==> src/rtl/uart_defs.sv <==
// Shared UART constants and types used by the transmit queue and the rs232
// serializer/deserializer benches.
package uart_defs;

    localparam int BYTE_W = 8;
    localparam int CLK_HZ = 12000000;
    localparam int BAUD = 9600;
    // System clocks per serial bit period.
    localparam int PERIOD = CLK_HZ / BAUD;

    typedef logic [BYTE_W-1:0] uart_byte_t;

    localparam uart_byte_t FILL_BYTE_DEF = 8'hFF;

endpackage

==> src/rtl/uart_tx_queue_ram.sv <==
// Simple dual-port byte store: one synchronous write port and a registered
// read port, shaped so that it maps onto iCE40 block RAM.
module uart_tx_queue_ram #(
    parameter int ADDR_W = 4,
    parameter int DATA_W = 8
) (
    input  logic              clk,
    input  logic              we,
    input  logic [ADDR_W-1:0] waddr,
    input  logic [DATA_W-1:0] wdata,
    input  logic [ADDR_W-1:0] raddr,
    output logic [DATA_W-1:0] rdata
);

    localparam int WORDS = 1 << ADDR_W;

    logic [DATA_W-1:0] mem [WORDS];
    logic [DATA_W-1:0] rdata_reg;

    always_ff @(posedge clk) begin
        if (we) begin
            mem[waddr] <= wdata;
        end
        rdata_reg <= mem[raddr];
    end

    assign rdata = rdata_reg;

endmodule

==> src/rtl/uart_tx_queue.sv <==
// Byte queue feeding a free-running rs232 serializer: presents the head byte
// (or a fill byte when empty) and pops on each rising edge of data_clk.
module uart_tx_queue
    import uart_defs::*;
#(
    parameter int         DEPTH_LOG2 = 4,
    parameter uart_byte_t FILL_BYTE  = FILL_BYTE_DEF
) (
    input  logic                  clk,
    input  logic                  rst,
    input  logic                  wr_en,
    input  logic [BYTE_W-1:0]     wr_data,
    input  logic                  data_clk,
    output logic [BYTE_W-1:0]     data_byte,
    output logic                  full,
    output logic                  empty,
    output logic [DEPTH_LOG2:0]   level,
    output logic                  overflow
);

    localparam int                DEPTH     = 1 << DEPTH_LOG2;
    localparam logic [DEPTH_LOG2:0] DEPTH_LVL = (DEPTH_LOG2 + 1)'(DEPTH);
    localparam logic [DEPTH_LOG2:0] ONE_LVL   = (DEPTH_LOG2 + 1)'(1);

    logic                  dclk_q_reg;
    logic [DEPTH_LOG2-1:0] rd_ptr_reg;
    logic [DEPTH_LOG2-1:0] wr_ptr_reg;
    logic [DEPTH_LOG2:0]   level_reg;
    logic [DEPTH_LOG2:0]   level_next;
    logic                  full_reg;
    logic                  empty_reg;
    logic                  overflow_reg;
    logic                  out_valid_reg;
    logic [BYTE_W-1:0]     ram_rdata;

    logic take;
    logic push;
    logic pop;

    assign take = data_clk & ~dclk_q_reg;
    // A take while the output still shows the fill byte consumes only the fill.
    assign pop  = take & out_valid_reg;
    // Acceptance looks only at the level at the start of the cycle.
    assign push = wr_en & ~full_reg;

    always_comb begin
        level_next = level_reg;
        case ({push, pop})
            2'b10:   level_next = level_reg + ONE_LVL;
            2'b01:   level_next = level_reg - ONE_LVL;
            default: level_next = level_reg;
        endcase
    end

    always_ff @(posedge clk) begin
        if (rst) begin
            dclk_q_reg    <= 1'b1;
            rd_ptr_reg    <= '0;
            wr_ptr_reg    <= '0;
            level_reg     <= '0;
            full_reg      <= 1'b0;
            empty_reg     <= 1'b1;
            overflow_reg  <= 1'b0;
            out_valid_reg <= 1'b0;
        end else begin
            dclk_q_reg <= data_clk;
            if (push) begin
                wr_ptr_reg <= wr_ptr_reg + 1'b1;
            end
            if (pop) begin
                rd_ptr_reg <= rd_ptr_reg + 1'b1;
            end
            level_reg <= level_next;
            full_reg  <= (level_next == DEPTH_LVL);
            empty_reg <= (level_next == '0);
            if (wr_en && full_reg) begin
                overflow_reg <= 1'b1;
            end
            // Tracks the RAM read register, which samples mem[rd_ptr_reg].
            out_valid_reg <= (level_reg != '0);
        end
    end

    uart_tx_queue_ram #(
        .ADDR_W (DEPTH_LOG2),
        .DATA_W (BYTE_W)
    ) u_ram (
        .clk   (clk),
        .we    (push),
        .waddr (wr_ptr_reg),
        .wdata (wr_data),
        .raddr (rd_ptr_reg),
        .rdata (ram_rdata)
    );

    // Both mux inputs are registers; the fill select is the registered valid.
    assign data_byte = out_valid_reg ? ram_rdata : FILL_BYTE;
    assign full      = full_reg;
    assign empty     = empty_reg;
    assign level     = level_reg;
    assign overflow  = overflow_reg;

endmodule

==> config.mk <==
export PLATFORM = sky130hd
export DESIGN_NAME = uart_tx_queue
export DESIGN_NICKNAME = d
export VERILOG_FILES = /design/src/rtl/uart_defs.sv /design/src/rtl/uart_tx_queue_ram.sv /design/src/rtl/uart_tx_queue.sv
export SDC_FILE = /design/constraint.sdc
export NUM_CORES = 1
export LEC_CHECK = 0
export BUFFER_PORTS_ARGS = -buffer_cell sky130_fd_sc_hd__buf_2
export CAP_MARGIN = 10
export CORE_MARGIN = 2
export CORE_UTILIZATION = 35
export DETAILED_ROUTE_END_ITERATION = 10
export GPL_TIMING_DRIVEN = 0
export PLACE_DENSITY_LB_ADDON = 0.3
export SLEW_MARGIN = 20
export SYNTH_ARGS = -nofsm -noshare
export SYNTH_HDL_FRONTEND = slang
export SYNTH_SLANG_ARGS = --single-unit
==> constraint.sdc <==
create_clock -name clk -period 2.76 [get_ports clk]
set_input_delay 0.69 -clock clk [delete_from_list [all_inputs] [get_ports clk]]
set_output_delay 0.69 -clock clk [all_outputs]
set_load 0.005 [all_outputs]
==> impl_results.md <==
* DRT Pass-1 Iters at 4
* Post-synthesis simple-gate area fraction at 0.06240
* Status: finished, final reports clean
* Switching power at about 0.0012 W
* Share of cells above drive strength 1 at 0.3163
* Number of cells after detailed placement at 585
* Hold slack at 0.4756 ns
* HP Start: overflow
* RSZ-0062 raised after global routing: false
* Final worst path period need at around 2.6 ns
* Adder-cell share of the synthesized area at 0.01427
* Synth Area in XOR/XNOR at 0.01142
* Post-Synthesis Net Count at between 300 and 400
* Overall Global Routing Usage at 0.1449
* CTS root buf: clkbuf_16
* First-pass GRT wire length at 18920 um
* Clock Power Share at 0.442
* Yosys cell types at 50
* Yosys warnings at 0
* Synth Flop Type: edfxtp_1
* Non-filler instance count after layout at about 620
* Routed wire length at ~12000 um
* Dominant cell type by area after synthesis: edfxtp_1
* Final hold vios at 0
* Crit Path Class: reg2reg
* Vias at 3124
* Sw Ratio at 0.2298
* Crit Path Max Fanout at 9
* Detail Route Antenna Nets at 0
* Mapped Area at roughly 0.006 mm2
* Worst R2R Path Depth at 9
* Reg2Reg Launch Point: out_valid_reg
* Worst Hold Class: reg2reg
* Comb pwr share at 0.054
* Cell area power density at about 720 mW/mm2
* Most frequent cell after synthesis: edfxtp_1
* WP data arrival at about 2.9 ns
* Gr ovfl total at 0
* Share of the yosys chip area belonging to registers at 0.7113
* Drt initial violations at between 200 and 250
* Final core occ at 0.4159
* Commonest cells post-synth: edfxtp_1, mux4_2, dfxtp_1, nor2_1, nand2_1
* Largest register FFs at approximately 130
* Hold Path Stages at 2
* Vias in the first global route at between 3000 and 4000
* Relative slew slack at 0.4466
* Post-synth EDFFs at between 100 and 150
* Max-cap check violation count at 0
* Largest net degree at the start of global routing at 17
* Worst-Skew Late Latency at roughly 0.42 ns
* CTS Buffer Depth at 2
* Largest family of logic cells by synthesized area: multiplexers
* Synth top area share at 0.6264
* Clock skew at ~0.0066 ns
* Die H at ~140 um
* CP required at 3.07 ns
* Start point of the critical path: out_valid_reg
* Crit share post-route at 0.9358
* Peak VDD IR at between 400 and 500 uV
* Compound-Gate Fraction of Synth Area at 0.03283
* Via density per instance at approximately 5.1
* Setup crit end kind: flip-flop
* Total chip power at just over 0.005 W
* Synth top area cells: edfxtp_1, mux4_2, dfxtp_1
* Row Count at 48
* Drc violations at 0
* Clock-pin transition on the worst setup and hold timing paths at approximately 0.06 ns
* Chip Width at about 140 um
* CTS tree: built
* Yosys reg bits at between 150 and 200
* Worst reg2reg setup slack at between 0.15 and 0.2 ns
* CTS Buf Count at 17
* RePlAce Congestion at about 0.83
* Post-CTS setup repair buffer count at 0
* Io pins at 28
* TritonCTS Sinks at between 150 and 200
* Hpwl dp at 8131 um
* Power Internal at 0.003962 W
* CORE AREA at 0.01724 mm2
* Async set or reset register ratio after synthesis at 0
* Hold worst-path end: overflow
* Reg-to-Reg End: full
* Flop pwr share at 0.504
* Leak Pwr at 2.322 nW
* Slew @ Worst Pin at between 0.8 and 0.9 ns
* Wire per inst at between 15 and 20 um
* Initial antenna violation count at 0
* Avg Inst Size Synth at ~18 um2
* CTS Hold Buffers Added at 0
* Syn-to-layout area delta at 16.84%
* CTS H-tree lvls at 4
* Fmax at 387.2 MHz
* Max Slew Vio Count at 0
* Post-synthesis mux area share at 0.1485
* Fin nets at 398
* Antenna fix cells at 0
* Port bufs at 26
* Post-synthesis cell count at ~330
* CP startpoint kind: flip-flop
* Initial Utilization at 0.3560
* DIE AREA at ~0.019 mm2
* Setup-failing EPs final at 0
==> logic make-up after synthesis <==
group                    count (synthesis)
AO/OA/AOI/OAI                           26
XOR/XNOR                                 8
adder cells (fa/ha/maj)                  7
buffers and inverters                   25
flip-flops                             154
multiplexers                            41
AND/OR/NAND/NOR                         73
==> cells in the final DEF, fill, tap and decap left out, drive strengths merged, types with 2 or more instances in the layout <==
| cell | n |
|---|---|
| nand2b | 7 |
| a21oi | 9 |
| clkinv | 6 |
| a21o | 2 |
| clkinvlp | 2 |
| a2111oi | 2 |
| nand2 | 14 |
| buf | 37 |
| nor3 | 8 |
| clkbuf | 24 |
| nor2 | 25 |
| mux4 | 40 |
| xor2 | 5 |
| ha | 7 |
| or2b | 4 |
| edfxtp | 128 |
| nand4 | 4 |
| o21ai | 3 |
| dfxtp | 26 |
| xnor2 | 3 |
| inv | 13 |
| o211ai | 2 |
==> worst max-delay path, stage by stage, from the launching register on <==
cell	delay (ns)
dfxtp_4	0.42
nand3b_2	0.19
nor2_4	0.22
xor2_1	0.09
ha_1	0.25
o21a_1	0.20
o211ai_2	0.15
a2bb2oi_2	0.10
or4_4	0.49
a2111oi_2	0.37
==> per-stage QoR <==
stage	setup TNS (ns)	setup slack [ns]	cell area, um2
6_report	0	0.1772	7169
5_1_grt	0	0.02965	7169
4_1_cts	0	0.02828	7157
3_5_place_dp	-0.3502	-0.2461	6568
3_3_place_gp	-0.3340	-0.2628	6548
2_1_floorplan	0	0.08842	6136
==> power groups by stage <==
stage	Sequential [W]	Clock, W	Combinational, W
after CTS	0.00259	0.00232	0.000280
final	0.00259	0.00227	0.000277
after detailed placement	0.00264	0	0.000279
after global placement	0.00264	0	0.000270
after global routing	0.00260	0.00242	0.000305
after floorplan	0.00264	0	0.000170
==> layout make-up <==
class | count | area [um2]
Fill cell | 1506 | 10070
Sequential cell | 154 | 4368
Multi-Input combinational cell | 155 | 1683
Clock buffer | 17 | 425.4
Tap cell | 225 | 281.5
Clock inverter | 15 | 162.7
Timing Repair Buffer | 26 | 130.1
Buffer | 18 | 92.59
Inverter | 7 | 26.28
==> what timing repair did <==
action                                  CTS  global route
resized for setup                         1             3
endpoints found under the setup margin    1             1
pin swaps                                 0             0
==> worst max path at each step <==
stage / cells past startpoint / slack (ns) / end
2_1_floorplan: 9 / 0.09 / full
3_3_place_gp: 10 / -0.26 / full
3_5_place_dp: 10 / -0.25 / full
4_1_cts: 9 / 0.03 / full
5_1_grt: 9 / 0.03 / full
6_report: 9 / 0.18 / full
==> per-layer routing <==
metal  vias up  track usage  routed length (um)
met1      1614       0.1875                5250
li1       1425            -                   -
met4         0      0.06539                 269
met2        66       0.2309                6044
met3        19      0.03617                 663
met5         -            0                   0
(Power assumes the default switching activity.)
